### config.mk
export PLATFORM = sky130hd
export DESIGN_NAME = viterbi_obs_feeder_flat
export DESIGN_NICKNAME = d
export VERILOG_FILES = /design/src/rtl/viterbi_pkg.sv /design/src/rtl/viterbi_obs_feeder_if.sv /design/src/rtl/viterbi_obs_buf.sv /design/src/rtl/viterbi_obs_feeder.sv /design/src/flat_wrapper.sv
export SDC_FILE = /design/constraint.sdc
export NUM_CORES = 1
export LEC_CHECK = 0
export BUFFER_PORTS_ARGS = -buffer_cell sky130_fd_sc_hd__buf_2
export CAP_MARGIN = 10
export CORE_MARGIN = 2
export CORE_UTILIZATION = 52
export DETAILED_ROUTE_END_ITERATION = 10
export GPL_TIMING_DRIVEN = 0
export PLACE_DENSITY = 0.74
export RECOVER_POWER = 25
export SLEW_MARGIN = 20
export SYNTH_ARGS = -nofsm -noshare
export SYNTH_HDL_FRONTEND = slang
export SYNTH_HIERARCHICAL = 1
export SYNTH_SLANG_ARGS = --single-unit
### constraint.sdc
create_clock -name clk -period 2.6 [get_ports clk]
set_input_delay 0.26 -clock clk [delete_from_list [all_inputs] [get_ports clk]]
set_output_delay 0.26 -clock clk [all_outputs]
set_load 0.02 [all_outputs]
### src/rtl/viterbi_pkg.sv
// Shared definitions for the Viterbi decoder front end: sizes, symbol types
// and the observation feeder state encoding.
package viterbi_pkg;

   localparam int SYM_W   = 2;
   localparam int K       = 3;
   localparam int LEN_W   = 3;
   localparam int MAX_LEN = 7;

   typedef logic [SYM_W-1:0] sym_t;
   typedef logic [LEN_W-1:0] len_t;

   typedef enum logic [1:0] {
      FILL   = 2'd0,
      ISSUE  = 2'd1,
      STREAM = 2'd2,
      WAIT   = 2'd3
   } feed_state_e;

   localparam sym_t SYM_K    = sym_t'(K);
   localparam len_t LAST_IDX = len_t'(MAX_LEN - 1);

   // Symbols at or above the alphabet size are outside the decoder's model.
   function automatic logic sym_illegal(sym_t s);
      return s >= SYM_K;
   endfunction

endpackage

### src/rtl/viterbi_obs_feeder_if.sv
// Upstream symbol stream plus decoder launch/observation signals of the feeder.
interface viterbi_obs_feeder_if;
   import viterbi_pkg::*;

   logic in_valid;
   logic in_ready;
   sym_t in_obs;
   logic in_last;
   logic start;
   len_t length;
   sym_t obs_in;
   logic obs_valid;
   logic dec_done;
   logic busy;
   logic err_sym;

   modport master (
      output in_valid, in_obs, in_last, dec_done,
      input  in_ready, start, length, obs_in, obs_valid, busy, err_sym
   );

   modport slave (
      input  in_valid, in_obs, in_last, dec_done,
      output in_ready, start, length, obs_in, obs_valid, busy, err_sym
   );

endinterface

### src/rtl/viterbi_obs_buf.sv
// MAX_LEN x SYM_W symbol register file: one synchronous write port and one
// combinational read port.
module viterbi_obs_buf
   import viterbi_pkg::*;
(
   input  logic clk,
   input  logic we,
   input  len_t waddr,
   input  sym_t wdata,
   input  len_t raddr,
   output sym_t rdata
);

   sym_t mem [MAX_LEN];

   // NOTE: storage has no reset; every entry is written before it is read,
   // and leaving it out keeps the array mappable to plain flops/LUT-RAM.
   always_ff @(posedge clk) begin
      if (we) mem[waddr] <= wdata;
   end

   assign rdata = mem[raddr];

endmodule

### src/rtl/viterbi_obs_feeder.sv
// Buffers one observation sequence, launches the decoder with start/length and
// the first symbol, streams the rest, then holds start until a done edge.
module viterbi_obs_feeder
   import viterbi_pkg::*;
(
   input  logic                 clk,
   input  logic                 rst,
   viterbi_obs_feeder_if.slave  bus
);

   feed_state_e state, state_d;
   len_t        count, count_d;
   len_t        k, k_d;
   len_t        length_q, length_d;
   sym_t        obs_q, obs_d;
   logic        obs_valid_q, obs_valid_d;
   logic        start_q, start_d;
   logic        err_q, err_d;
   logic        done_q;

   logic        wr_en;
   len_t        raddr;
   sym_t        rdata;

   assign bus.in_ready = (state == FILL);
   assign wr_en        = bus.in_valid && (state == FILL);

   viterbi_obs_buf u_buf (
      .clk   (clk),
      .we    (wr_en),
      .waddr (count),
      .wdata (bus.in_obs),
      .raddr (raddr),
      .rdata (rdata)
   );

   // NOTE: every variable gets its hold value first so no path infers a latch.
   always_comb begin
      state_d     = state;
      count_d     = count;
      k_d         = k;
      length_d    = length_q;
      obs_d       = obs_q;
      obs_valid_d = obs_valid_q;
      start_d     = start_q;
      err_d       = err_q;
      raddr       = '0;

      unique case (state)
         FILL: begin
            if (bus.in_valid) begin
               count_d = count + len_t'(1);
               if (sym_illegal(bus.in_obs)) err_d = 1'b1;
               if (bus.in_last || count == LAST_IDX) begin
                  length_d = count + len_t'(1);
                  start_d  = 1'b1;
                  // buf[0] is being written this cycle when count is zero
                  obs_d    = (count == '0) ? bus.in_obs : rdata;
                  k_d      = len_t'(1);
                  state_d  = ISSUE;
               end
            end
         end
         ISSUE: begin
            if (length_q == len_t'(1)) begin
               obs_valid_d = 1'b0;
               state_d     = WAIT;
            end else begin
               raddr       = len_t'(1);
               obs_d       = rdata;
               obs_valid_d = 1'b1;
               k_d         = len_t'(2);
               state_d     = STREAM;
            end
         end
         STREAM: begin
            // k indexes the next symbol to load; k==length means buf[length-1] is on the bus
            if (k == length_q) begin
               obs_valid_d = 1'b0;
               state_d     = WAIT;
            end else begin
               raddr = k;
               obs_d = rdata;
               k_d   = k + len_t'(1);
            end
         end
         WAIT: begin
            if (bus.dec_done && !done_q) begin
               start_d = 1'b0;
               count_d = '0;
               err_d   = 1'b0;
               state_d = FILL;
            end
         end
         default: state_d = FILL;
      endcase
   end

   // NOTE: sequential state uses non-blocking assignments so all flops update
   // from the same pre-edge values.
   always_ff @(posedge clk or posedge rst) begin
      if (rst) begin
         state       <= FILL;
         count       <= '0;
         k           <= '0;
         length_q    <= '0;
         obs_q       <= '0;
         obs_valid_q <= 1'b0;
         start_q     <= 1'b0;
         err_q       <= 1'b0;
         done_q      <= 1'b0;
      end else begin
         state       <= state_d;
         count       <= count_d;
         k           <= k_d;
         length_q    <= length_d;
         obs_q       <= obs_d;
         obs_valid_q <= obs_valid_d;
         start_q     <= start_d;
         err_q       <= err_d;
         done_q      <= bus.dec_done;
      end
   end

   assign bus.start     = start_q;
   assign bus.length    = length_q;
   assign bus.obs_in    = obs_q;
   assign bus.obs_valid = obs_valid_q;
   assign bus.err_sym   = err_q;
   assign bus.busy      = (state != FILL);

endmodule

### src/flat_wrapper.sv
// flat-port wrapper written by rule: the top's interface ports become plain ports
module viterbi_obs_feeder_flat import viterbi_pkg::*;
  (clk, rst, bus_in_valid, bus_in_obs, bus_in_last, bus_dec_done, bus_in_ready, bus_start, bus_length, bus_obs_in, bus_obs_valid, bus_busy, bus_err_sym);
  viterbi_obs_feeder_if bus_i ();
  input  logic clk;
  input  logic rst;
  input wire logic [$bits(bus_i.in_valid)-1:0] bus_in_valid;
  input wire logic [$bits(bus_i.in_obs)-1:0] bus_in_obs;
  input wire logic [$bits(bus_i.in_last)-1:0] bus_in_last;
  input wire logic [$bits(bus_i.dec_done)-1:0] bus_dec_done;
  output wire logic [$bits(bus_i.in_ready)-1:0] bus_in_ready;
  output wire logic [$bits(bus_i.start)-1:0] bus_start;
  output wire logic [$bits(bus_i.length)-1:0] bus_length;
  output wire logic [$bits(bus_i.obs_in)-1:0] bus_obs_in;
  output wire logic [$bits(bus_i.obs_valid)-1:0] bus_obs_valid;
  output wire logic [$bits(bus_i.busy)-1:0] bus_busy;
  output wire logic [$bits(bus_i.err_sym)-1:0] bus_err_sym;
  assign bus_i.in_valid = bus_in_valid;
  assign bus_i.in_obs = bus_in_obs;
  assign bus_i.in_last = bus_in_last;
  assign bus_i.dec_done = bus_dec_done;
  assign bus_in_ready = bus_i.in_ready;
  assign bus_start = bus_i.start;
  assign bus_length = bus_i.length;
  assign bus_obs_in = bus_i.obs_in;
  assign bus_obs_valid = bus_i.obs_valid;
  assign bus_busy = bus_i.busy;
  assign bus_err_sym = bus_i.err_sym;
  viterbi_obs_feeder u_core (.clk(clk), .rst(rst), .bus(bus_i));
endmodule
* Word-level counts from Yosys, hierarchy flattened
Memories as Yosys holds them, arrays and structs flattened.
Cells that the tools add are included.
** Storage, ports and cells
- Output and inout port bits :: 10
- Latch bits :: 0
- Memories kept :: 1
- Bits in registers :: 17
- Bits of input ports :: 7
- Bits in writable memories :: 14
- Logic and storage cells :: 78
- Bits in read-only memories :: 0
** Operators by class
- Add/subtract/negate cells :: 2
- Magnitude comparators :: 1
- Equal/unequal tests :: 13
- Bitwise gates (word level) :: 0
- Muxes and demuxes :: 35
- Multiply operators :: 0
- Div/mod/pow operators :: 0
- Shift-type cells :: 0
- Reduce and logical (&&, ||, !) cells :: 17
** Memories
- u_core.u_buf.mem :: words 7, width 2, rd ports 1, clocked after Yosys merged registers in 0, write ports 1, RTL line viterbi_obs_buf.sv:14 : sym_t mem [MAX_LEN];
** Operator list (number)
- $mux W3 :: 7
- $mux W2 :: 9
- $pmux W3 S2 :: 2
- $reduce_and A4 Y1 :: 3
- $mux W1 :: 11
- $pmux W3 S3 :: 1
- $ne A2 B1 Y1 const B :: 4
- $pmux W2 S4 :: 1
- $add A3 B1 Y3 const B :: 2
- $ne A2 B2 Y1 const B :: 3
- $pmux W1 S2 :: 3
- $pmux W2 S3 :: 1
- $reduce_and A3 Y1 :: 2
- $reduce_bool A2 Y1 :: 3
- $reduce_and A5 Y1 :: 1
- $eq A2 B2 Y1 const B :: 2
- $eq A3 B1 Y1 const B :: 1
- $eq A3 B3 Y1 :: 1
- $eq A3 B3 Y1 const B :: 1
- $logic_not A3 Y1 :: 1
- $reduce_bool A3 Y1 :: 1
- $eq A2 B1 Y1 const B :: 1
- $ge A2 B2 Y1 const B :: 1
- $logic_and A1 B1 Y1 :: 2
- other kinds (4) :: 4

* Depth between registers and ports, before layout
Gate-level depths: netlist (run 1).
An unclocked memory read counts as a cell.
- Depth in word-level cells :: 8
- Depth in mapped cells :: 11

* Cells and area by module
Netlist (run 1), hierarchy kept.
** Modules (own cells, without submodules)
- viterbi_obs_feeder :: area each 1087.3 µm², sequential area each 425.4 µm², cells each 110, times used 1
- viterbi_obs_buf :: area each 638.1 µm², sequential area each 420.4 µm², cells each 41, times used 1

* Worst setup path before layout (run 1)
No wires, ideal clock.
- Kind :: register to register
- Start :: register u_core.length_q[0] (netlist: u_core/bus.length[0])
- End :: register u_core.obs_q[1] (netlist: u_core/bus.obs_in[1])
- Cell stages (with the launch flop) :: 11
- Data required time :: 2.475 ns
- Arrival :: 2.483 ns
- Path slack :: -0.008 ns
- Path buffers :: 1
- Clock period less this slack :: 2.608 ns
- Cell sequence :: dfrtp_1 > xor2_1 > or3_1 > buf_2 > a32oi_1 > nor2b_1 > mux2_4 > o211ai_2 > o221ai_1 > mux2_2 > mux2_2
** Between the ends
- Longest elaborated chain between the ends :: 8
- Elaborated cells between the ends (all ways) :: 15
- Classes of those cells :: eq/ne (4); mux (9); reduce/logical (1); memory (1)
** RTL lines
- start, declared :: RTL line viterbi_obs_feeder.sv:14 : len_t length_q, length_d;
- start signal, assigned :: RTL line viterbi_obs_feeder.sv:116 : length_q <= length_d;
- $eq A3 B3 Y1 or $eq A3 B1 Y1 (tied branches) :: RTL line viterbi_obs_feeder.sv:78, viterbi_obs_feeder.sv:65
- $mux W3 or $mux W1 (tied branches) :: RTL line viterbi_obs_feeder.sv:78, viterbi_obs_feeder.sv:65
- $pmux W3 S2 (*) :: RTL line viterbi_obs_feeder.sv:49 : unique case (state)
- named net u_core.raddr[0] :: RTL line viterbi_obs_feeder.sv:22 : len_t raddr;
- $mem_v2 Z7 W2 (*)
- named net u_core.rdata[1] :: RTL line viterbi_obs_feeder.sv:23 : sym_t rdata;
- $mux W2 :: RTL line viterbi_obs_feeder.sv:58 : obs_d = (count == '0) ? bus.in_obs : rdata;
- $mux W2 :: RTL line viterbi_obs_feeder.sv:54 : if (bus.in_last || count == LAST_IDX) begin
- $mux W2 :: RTL line viterbi_obs_feeder.sv:51 : if (bus.in_valid) begin
- $pmux W2 S3 (*) :: RTL line viterbi_obs_feeder.sv:49
- end signal, assigned :: RTL line viterbi_obs_feeder.sv:117 : obs_q <= obs_d;
- end, declared :: RTL line viterbi_obs_feeder.sv:15 : sym_t obs_q, obs_d;
The timed path passes the listed nets; every way through them passes the cells marked *. The select of a mux whose other input is x is not followed.
A chain may end at the register's enable or synchronous reset.

* Final worst setup path (run 1)
- Start :: register u_core.length_q[0] (netlist: u_core/bus.length[0])
- End :: register u_core.obs_q[0] (netlist: u_core/bus.obs_in[0])
Same word-level chain as after synthesis.

==> flow_summary.json, run 1 <==
{
  "status": "finished with violations",
  "violations": "setup timing",
  "grt-ovfl-total": 0,
  "final_cells": 225,
  "worstPathMaxFanout": 7,
  "die_w_um": 61.6,
  "fin_crit_ps": 2610,
  "hold_buffers": 0,
  "ys_seq_elements": 31,
  "p_per_area_nw_per_um2": 1230,
  "rrSetupSlack_ps": -7,
  "ant_nets": 0,
  "dp.cells": 211,
  "clk_latency_ps": 330,
  "cap_violations": 0,
  "fmax_mhz": 384,
  "antennaDiodeCount": 0,
  "syn_nets": 167,
  "drtPass1Iterations": 4,
  "detailroute.via_count": 1200,
  "wl_per_cell_um": 14.6,
  "r2r-start": "u_core/bus.length[0]$_DFFE_PP0P_",
  "cts_buffer_depth": 2,
  "drt_iter0_markers": 61,
  "timing.critical_path.to": "u_core/bus.obs_in[0]$_DFFE_PP0P_",
  "port-buffer-count": 16,
  "layout_commonest_cell": "dfrtp_1",
  "gp_congestion": 0.766,
  "core_um2": 3100,
  "ys_seq_area_frac": 0.490,
  "startpoint_type": "register",
  "synth.avg_cell_area_um2": 11.4,
  "hold_class": "input pin to asynchronous set/reset pin",
  "htreeDepth": 2,
  "fin_area_um2": 2070,
  "routed_wl_mm": 3.29,
  "final_cell_mix": "dfrtp_1 (15), buf_2 (14), edfxtp_1 (14), inv_1 (13), nand2_1 (11)",
  "period_share": 1.00,
  "worstSetupPathType": "register to register",
  "grt_pass1_wl_mm": 5.38,
  "rr_endpoint": "u_core/bus.obs_in[0]$_DFFE_PP0P_",
  "slew_viol_final": 0,
  "ir_worst_vdd_mv": 0.790,
  "syn_inst": 151,
  "endpoint_kind": "register",
  "grt_pass1_vias": 1170,
  "cts_tree": "done",
  "rsz0062_at_grt": "true",
  "arrival_ps": 2830,
  "tightest_slew_ps": 672,
  "yosysWarnings": 6,
  "grt_max_degree": 18,
  "synth_cell_types": 43,
  "grt_usage": 0.202,
  "cts_root_buffer": "clkbuf_4",
  "rows": 20,
  "ioPinCount": 17,
  "finalSetupViolCount": 2,
  "netlist_area_um2": 1730,
  "layout_setup_ws_ps": -6.50,
  "dieArea_um2": 3790,
  "cts.sinks": 31,
  "drive_above_1_share": 0.320,
  "p_leak_uw": 0.000843,
  "via_per_inst": 5.33,
  "startpoint": "u_core/bus.length[0]$_DFFE_PP0P_",
  "final_nets": 196,
  "grt_antenna_before_repair": 0,
  "clk_pin_slew_ps": 100,
  "worstPathRequired_ps": 2820,
  "start_util": 0.556,
  "power_uw": 2530,
  "hold_viol": 0,
  "die_height_um": 61.6,
  "placed_area_um2": 1860,
  "drc": 0,
  "hpwl_mm": 2.27,
  "syn_to_final_growth_pct": 19.7,
  "relSlewSlack": 0.551,
  "cts_buffers": 5,
  "r2r_cells": 10,
  "skew_ps": 7.17
}
-- state kept, by name, summed over array words and instances, names as in the netlist --
name,count
u_core/bus.err_sym,1
u_core/k,3
u_core/bus.obs_in,2
u_core/bus.obs_valid,1
u_core/bus.start,1
u_core/u_buf/mem,14
u_core/state,2
u_core/bus.length,3
u_core/count,3
u_core/done_q,1
-- synthesized netlist by cell type, drive strengths merged --
| master | number | area, um^2 |
|---|---|---|
| mux2i | 4 | 40.0 |
| xor2 | 3 | 26.3 |
| or2b | 3 | 22.5 |
| nor2b | 2 | 12.5 |
| edfxtp | 14 | 420 |
| a21boi | 2 | 15.0 |
| o2bb2ai | 1 | 8.76 |
| nor3b | 1 | 7.51 |
| or2 | 1 | 6.26 |
| o21ai | 4 | 31.3 |
| mux2 | 11 | 131 |
| nand4 | 1 | 6.26 |
| o211ai | 2 | 25.0 |
| nor2 | 10 | 37.5 |
| buf | 2 | 20.0 |
| nor3 | 3 | 15.0 |
| ha | 9 | 113 |
| a31oi | 1 | 6.26 |
| nand3 | 3 | 15.0 |
| dfrtp | 17 | 425 |
| nand2b | 7 | 43.8 |
| clkbuf | 2 | 7.51 |
| a211oi | 1 | 20.0 |
| a41oi | 1 | 8.76 |
| a32oi | 1 | 8.76 |
| and4bb | 1 | 12.5 |
| o31ai | 3 | 22.5 |
| o221ai | 3 | 32.5 |
| a21oi | 4 | 20.0 |
| and2 | 1 | 6.26 |
| a2bb2oi | 1 | 8.76 |
| nand2 | 11 | 41.3 |
| o2111ai | 1 | 8.76 |
| a22o | 2 | 18.8 |
| or3 | 2 | 12.5 |
| and3 | 3 | 18.8 |
| inv | 13 | 48.8 |
-- per-stage QoR --
stage          utilization  hold WS [ps]  TNS [ps]  setup slack, ps
2_1_floorplan            -           186         0             30.3
3_3_place_gp         0.600           381      -147            -80.8
3_5_place_dp         0.600           395      -268             -143
4_1_cts              0.643          20.8         0             9.95
5_1_grt              0.666          52.6      -130            -66.6
6_report             0.666          6.20     -9.98            -6.50
-- worst min path at each step --
| stage | to | slack (ps) |
|---|---|---|
| detailed placement | u_core/bus.obs_in[0]$_DFFE_PP0P_ | 400 |
| floorplan | u_core/bus.err_sym$_DFFE_PP0P_ | 190 |
| finish | u_core/k[1]$_DFFE_PP0P_ | 6 |
| global route | u_core/done_q$_DFF_PP0_ | 50 |
| CTS | u_core/bus.obs_in[0]$_DFFE_PP0P_ | 20 |
| global placement | u_core/bus.obs_in[0]$_DFFE_PP0P_ | 380 |
-- cell type report --
type / count / area (um^2)
timing repair buffer: 23 / 130
clock inverter: 2 / 35.0
inverter: 13 / 48.8
buffer: 3 / 30.0
multi-input combinational: 103 / 867
clock buffer: 6 / 51.3
fill: 243 / 1040
tap: 44 / 55.1
sequential: 31 / 848
-- power by group --
group / switching (uW) / internal, uW
clock: 167 / 227
combinational: 729 / 660
sequential: 109 / 640
-- repair_timing --
item / 4_1_cts / 5_1_grt
pin swaps: 1 / 3
setup endpoints to repair: 2 / 2
setup buffers: 5 / 2
resized for setup: 3 / 11
-- worst max-delay path, cell delays in order (launching register included) --
cell,delay [ps]
dfrtp_2,420
xor2_1,170
or3_1,390
buf_6,150
a32oi_4,190
nor2b_4,80
mux2_4,310
o211ai_2,180
o221ai_2,100
mux2_2,260
mux2_2,250
-- cell families (layout without fill, tap and decap cells) --
family                   after synthesis  in the layout  synth area share
adder cells (fa/ha/maj)                9              9            0.0653
multiplexers                          15             15            0.0994
flip-flops                            31             31             0.490
XOR/XNOR                               3              3            0.0152
buffers and inverters                 17             47            0.0442
AO/OA/AOI/OAI                         27             27             0.136
AND/OR/NAND/NOR                       49             49             0.149
-- layer usage --
metal | up-vias | wire [um] | GRT usage
met5 | - | 0 | 0
met4 | 0 | 9 | 0.106
met3 | 2 | 157 | 0.0483
li1 | 598 | - | -
met2 | 29 | 1600 | 0.305
met1 | 571 | 1520 | 0.269
Note: power is estimated with default switching activity, not from simulation.
==> run 2, diff against run 1 <==
Settings changed: GPL_ROUTABILITY_DRIVEN set to 0, PLACE_DENSITY 0.74 to unset, PLACE_DENSITY_LB_ADDON set to 0.1.
==> flow_summary.json, run 2 (synthesis results as in run 1) <==
{
  "status": "finished with violations",
  "violations": "hold timing, setup timing",
  "p_leak_uw": 0.000806,
  "ioPinCount": 17,
  "seqPwrFrac": 0.321,
  "skew_ps": 11.3,
  "die_height_um": 61.6,
  "fmax_mhz": 376,
  "core_um2": 3100,
  "dieArea_um2": 3790,
  "via_per_inst": 5.69,
  "final_cells": 223,
  "tightest_slew_ps": 659,
  "crit_family": "multiplexers",
  "intPower_uw": 1360,
  "worst_path_max_delay_cell": "dfrtp_2",
  "arrival_ps": 2890,
  "hold_buffers": 0,
  "grt_antenna_before_repair": 0,
  "slowest_delay_ps": 430,
  "grt_pass1_wl_mm": 5.47,
  "drtPass1Iterations": 4,
  "cts_tree": "done",
  "grt_pass1_vias": 1249,
  "fillers": 259,
  "clk_pin_slew_ps": 100,
  "grt_usage": 0.202,
  "syn_to_final_growth_pct": 15.3,
  "fin_area_um2": 1990,
  "cap_violations": 0,
  "period_share": 1.02,
  "largest-register": "u_core/u_buf/mem",
  "worstPathRequired_ps": 2830,
  "cts_buffer_depth": 2,
  "detailroute.via_count": 1268,
  "grt_max_degree": 18,
  "htreeDepth": 2,
  "start_util": 0.556,
  "clk_latency_ps": 340,
  "drt_iter0_markers": 46,
  "die_w_um": 61.6,
  "final_nets": 194,
  "final_cell_mix": "buf_2 (14), dfrtp_1 (14), edfxtp_1 (14), inv_1 (13), nand2_1 (11)",
  "cp_common_cell": "mux2_2",
  "grt-ovfl-total": 0,
  "p_per_area_nw_per_um2": 1180,
  "ant_nets": 0,
  "startpoint_type": "register",
  "endpoint_kind": "register",
  "crit_chain": "xor2_1 > or3_1 > buf_6 > a32oi_2 > nor2b_2 > mux2_4 > o211ai_2 > o221ai_2 > mux2_2 > mux2_2",
  "hold_class": "input pin to asynchronous set/reset pin",
  "layout_setup_ws_ps": -59.6,
  "largest_reg_flops": 14,
  "wl_per_cell_um": 15.5,
  "cts_root_buffer": "clkbuf_4",
  "cts.sinks": 31,
  "hpwl_mm": 2.39,
  "routed_wl_mm": 3.45,
  "drc": 0,
  "power_uw": 2350,
  "ir_worst_vdd_mv": 0.819,
  "slew_viol_final": 0,
  "fin_crit_ps": 2660,
  "rsz0062_at_grt": "true",
  "relSlewSlack": 0.560,
  "netSwitchingFraction": 0.421,
  "antennaDiodeCount": 0,
  "rows": 20,
  "drive_above_1_share": 0.296,
  "combPwrFrac": 0.568,
  "timing.critical_path.buf_inv": 1,
  "cts_buffers": 5,
  "hold_viol": 6,
  "finalSetupViolCount": 2,
  "placed_area_um2": 1860,
  "p_clk_frac": 0.111,
  "worstSetupPathType": "register to register",
  "dp.cells": 211,
  "port-buffer-count": 16,
  "worstPathMaxFanout": 6,
  "whs_ps": -4.50,
  "p_sw_uw": 988
}
==> run 2: final timing paths <==
path,startpoint,endpoint,slack [ps],depth (start not counted)
setup / recovery,u_core/k[0]$_DFFE_PP0P_,u_core/bus.obs_in[1]$_DFFE_PP0P_,-60,10
hold / removal,rst,u_core/k[2]$_DFFE_PP0P_,-4,2
setup reg to reg,u_core/k[0]$_DFFE_PP0P_,u_core/bus.obs_in[1]$_DFFE_PP0P_,-60,10
hold reg to reg,u_core/bus.obs_in[1]$_DFFE_PP0P_,u_core/bus.obs_in[1]$_DFFE_PP0P_,510,1
max in group asynchronous,rst,u_core/bus.length[2]$_DFFE_PP0P_,2130,2
min in group clk,bus_dec_done,u_core/done_q$_DFF_PP0_,70,1
==> run 2: cell type report <==
type                    count  area, um^2  area share
flip-flops and latches     31         850       0.427
multi-input cells         103         842       0.423
repair buffers             21         115      0.0579
well taps                  44        55.1      0.0277
inverters                  13        48.8      0.0245
clock buffers               6        41.3      0.0208
plain buffers               3        30.0      0.0151
clock inverters             2        7.51     0.00377
==> run 2: repair_timing <==
item	in CTS	in global routing
pin swaps	1	1
gates cloned	0	0
gates resized for setup	5	6
endpoints found under the setup margin	2	2
setup buffers	2	3
==> run 2: per-stage QoR <==
step,worst slack [ps],utilization,TNS [ps],hold slack (ps)
2_1_floorplan,30.3,-,0,186
3_3_place_gp,-62.6,0.600,-111,378
6_report,-59.6,0.641,-87.4,-4.50
5_1_grt,-92.8,0.641,-158,68.5
3_5_place_dp,-187,0.600,-331,385
4_1_cts,-25.1,0.625,-25.1,12.0
==> run 2: per-layer routing <==
layer  routed length (um)  GRT usage
met4                   65      0.125
met2                 1660      0.305
met5                    0          0
met1                 1570      0.267
met3                  148     0.0399
==> run 2: power by group through the flow <==
stage                     Clock (uW)  Combinational, uW  Sequential [uW]
after detailed placement           0               1180              777
after CTS                        269               1260              753
after global placement             0               1130              768
final                            261               1330              754
after global routing             288               1460              773
after floorplan                    0                846              822
==> run 2: worst reg2reg max path: stages (launching register included) <==
cell and delay (ps):
dfrtp_2 430, xor2_1 170, or3_1 390, buf_6 150, a32oi_2 180, nor2b_2 90, mux2_4 310, o211ai_2 190
o221ai_2 110, mux2_2 280, mux2_2 260
==> run 3, diff against run 2 <==
Settings changed: CORE_ASPECT_RATIO set to 2.
==> flow_summary.json, run 3 (synthesis results as in run 1) <==
{
  "status": "finished, final reports clean",
  "skew_ps": 4.56,
  "clk_pin_slew_ps": 70,
  "slowest_delay_ps": 400,
  "tightest_slew_ps": 681,
  "fillers": 239,
  "largest_reg_flops": 14,
  "cts_buffers": 5,
  "fin_area_um2": 2080,
  "cap_violations": 0,
  "grt_max_degree": 18,
  "clk_latency_ps": 280,
  "rows": 29,
  "seqPwrFrac": 0.285,
  "p_clk_frac": 0.179,
  "rsz0062_at_grt": "true",
  "syn_to_final_growth_pct": 20.8,
  "fmax_mhz": 385,
  "grt_pass1_vias": 1342,
  "dieArea_um2": 3820,
  "cts.sinks": 31,
  "die_height_um": 85.5,
  "intPower_uw": 1580,
  "via_per_inst": 6.03,
  "hold_class": "input pin to asynchronous set/reset pin",
  "finalSetupViolCount": 0,
  "worstSetupPathType": "register to register",
  "ant_nets": 0,
  "drc": 0,
  "wl_per_cell_um": 17.4,
  "startpoint": "u_core/k[0]$_DFFE_PP0P_",
  "final_cell_mix": "dfrtp_1 (15), buf_2 (14), edfxtp_1 (14), inv_1 (13), nand2_1 (11)",
  "crit_chain": "xor2_1 > or3_1 > buf_6 > a32oi_4 > nor2b_4 > mux2_4 > o211ai_2 > o221ai_2 > mux2_2 > mux2_2",
  "routed_wl_mm": 3.69,
  "htreeDepth": 2,
  "relSlewSlack": 0.546,
  "ir_worst_vdd_mv": 0.809,
  "antennaDiodeCount": 0,
  "p_leak_uw": 0.000852,
  "fin_crit_ps": 2600,
  "placed_area_um2": 1850,
  "startpoint_type": "register",
  "cts_root_buffer": "clkbuf_8",
  "drtPass1Iterations": 4,
  "hold_viol": 0,
  "p_sw_uw": 1040,
  "netSwitchingFraction": 0.397,
  "grt_antenna_before_repair": 0,
  "port-buffer-count": 16,
  "start_util": 0.547,
  "grt_pass1_wl_mm": 6.00,
  "crit_family": "multiplexers",
  "slew_viol_final": 0,
  "cts_tree": "done",
  "ioPinCount": 17,
  "final_nets": 196,
  "largest-register": "u_core/u_buf/mem",
  "layout_commonest_cell": "dfrtp_1",
  "cp_common_cell": "mux2_2",
  "grt-ovfl-total": 0,
  "dp.cells": 198,
  "period_share": 0.998,
  "power_uw": 2620,
  "worstPathMaxFanout": 5,
  "cts_buffer_depth": 2,
  "worst_path_max_delay_cell": "dfrtp_1",
  "detailroute.via_count": 1278,
  "endpoint_kind": "register",
  "grt_usage": 0.222,
  "worstPathRequired_ps": 2770,
  "final_cells": 212,
  "seq_area_um2": 848,
  "drive_above_1_share": 0.326,
  "hpwl_mm": 2.70,
  "timing.critical_path.buf_inv": 1,
  "arrival_ps": 2760,
  "hold_buffers": 0,
  "drt_iter0_markers": 31,
  "die_w_um": 44.7,
  "p_per_area_nw_per_um2": 1260,
  "multiInputGateArea_um2": 876,
  "r2r-start": "u_core/k[0]$_DFFE_PP0P_",
  "combPwrFrac": 0.536,
  "core_um2": 3160,
  "fin_tns_setup_ps": 0
}
==> run 3: changes by cell type in the layout (fill, tap and decap cells not counted), moves of 2 or more <==
cell,before,now
clkbuf_4,5,0
buf_4,5,7
clkinv_1,2,0
clkbuf_8,0,5
==> run 3: worst register-to-register path, cell delays in order (launching register included) <==
cell and delay (ps):
dfrtp_1 400, xor2_1 180, or3_1 400, buf_6 150, a32oi_4 190, nor2b_4 80
mux2_4 300, o211ai_2 140, o221ai_2 110, mux2_2 270, mux2_2 260
==> run 3: power by group through the flow <==
stage          logic, uW  clock network, uW  registers (uW)
2_1_floorplan        846                  0             822
3_3_place_gp        1150                  0             768
3_5_place_dp        1190                  0             780
4_1_cts             1330                478             749
5_1_grt             1540                498             763
6_report            1410                469             748
==> run 3: path summary, 6_finish.rpt <==
check,to,slack [ps],cells after the start
worst max-delay path,u_core/bus.obs_in[1]$_DFFE_PP0P_,5,10
worst min-delay path,u_core/count[0]$_DFFE_PP0P_,70,2
worst max register to register,u_core/bus.obs_in[1]$_DFFE_PP0P_,5,10
worst min register to register,u_core/bus.err_sym$_DFFE_PP0P_,500,1
max in group asynchronous,u_core/bus.length[2]$_DFFE_PP0P_,2050,2
min in group clk,u_core/done_q$_DFF_PP0_,120,1
==> run 3: timing repair <==
action / 4_1_cts / 5_1_grt
setup endpoints to repair: 2 / 2
gates resized for setup: 12 / 3
endpoints found under the hold margin: 0 / 0
buffers inserted: 5 / 2
pin swaps: 2 / 0
==> run 3: final cells by class <==
type / instances / area share
plain buffers: 3 / 0.0144
clock buffers: 5 / 0.0330
clock inverters: 3 / 0.0210
inverters: 13 / 0.0234
multi-input cells: 103 / 0.420
flip-flops and latches: 31 / 0.407
well taps: 31 / 0.0186
repair buffers: 23 / 0.0624
==> run 3: metal layers <==
| layer | wire [um] | track usage | up-vias | share of wire |
|---|---|---|---|---|
| li1 | - | - | 597 | - |
| met1 | 1230 | 0.197 | 635 | 0.33 |
| met2 | 2210 | 0.428 | 34 | 0.60 |
| met3 | 124 | 0.0426 | 12 | 0.034 |
| met4 | 121 | 0.113 | 0 | 0.033 |
| met5 | 0 | 0 | - | 0 |
==> run 3: per-stage QoR <==
step,utilization,setup WS (ps),hold WS (ps)
after floorplan,-,30.3,186
after global placement,0.585,-106,387
after detailed placement,0.585,-163,389
after CTS,0.650,1.68,87.2
after global routing,0.660,-58.8,121
final,0.660,4.80,69.7
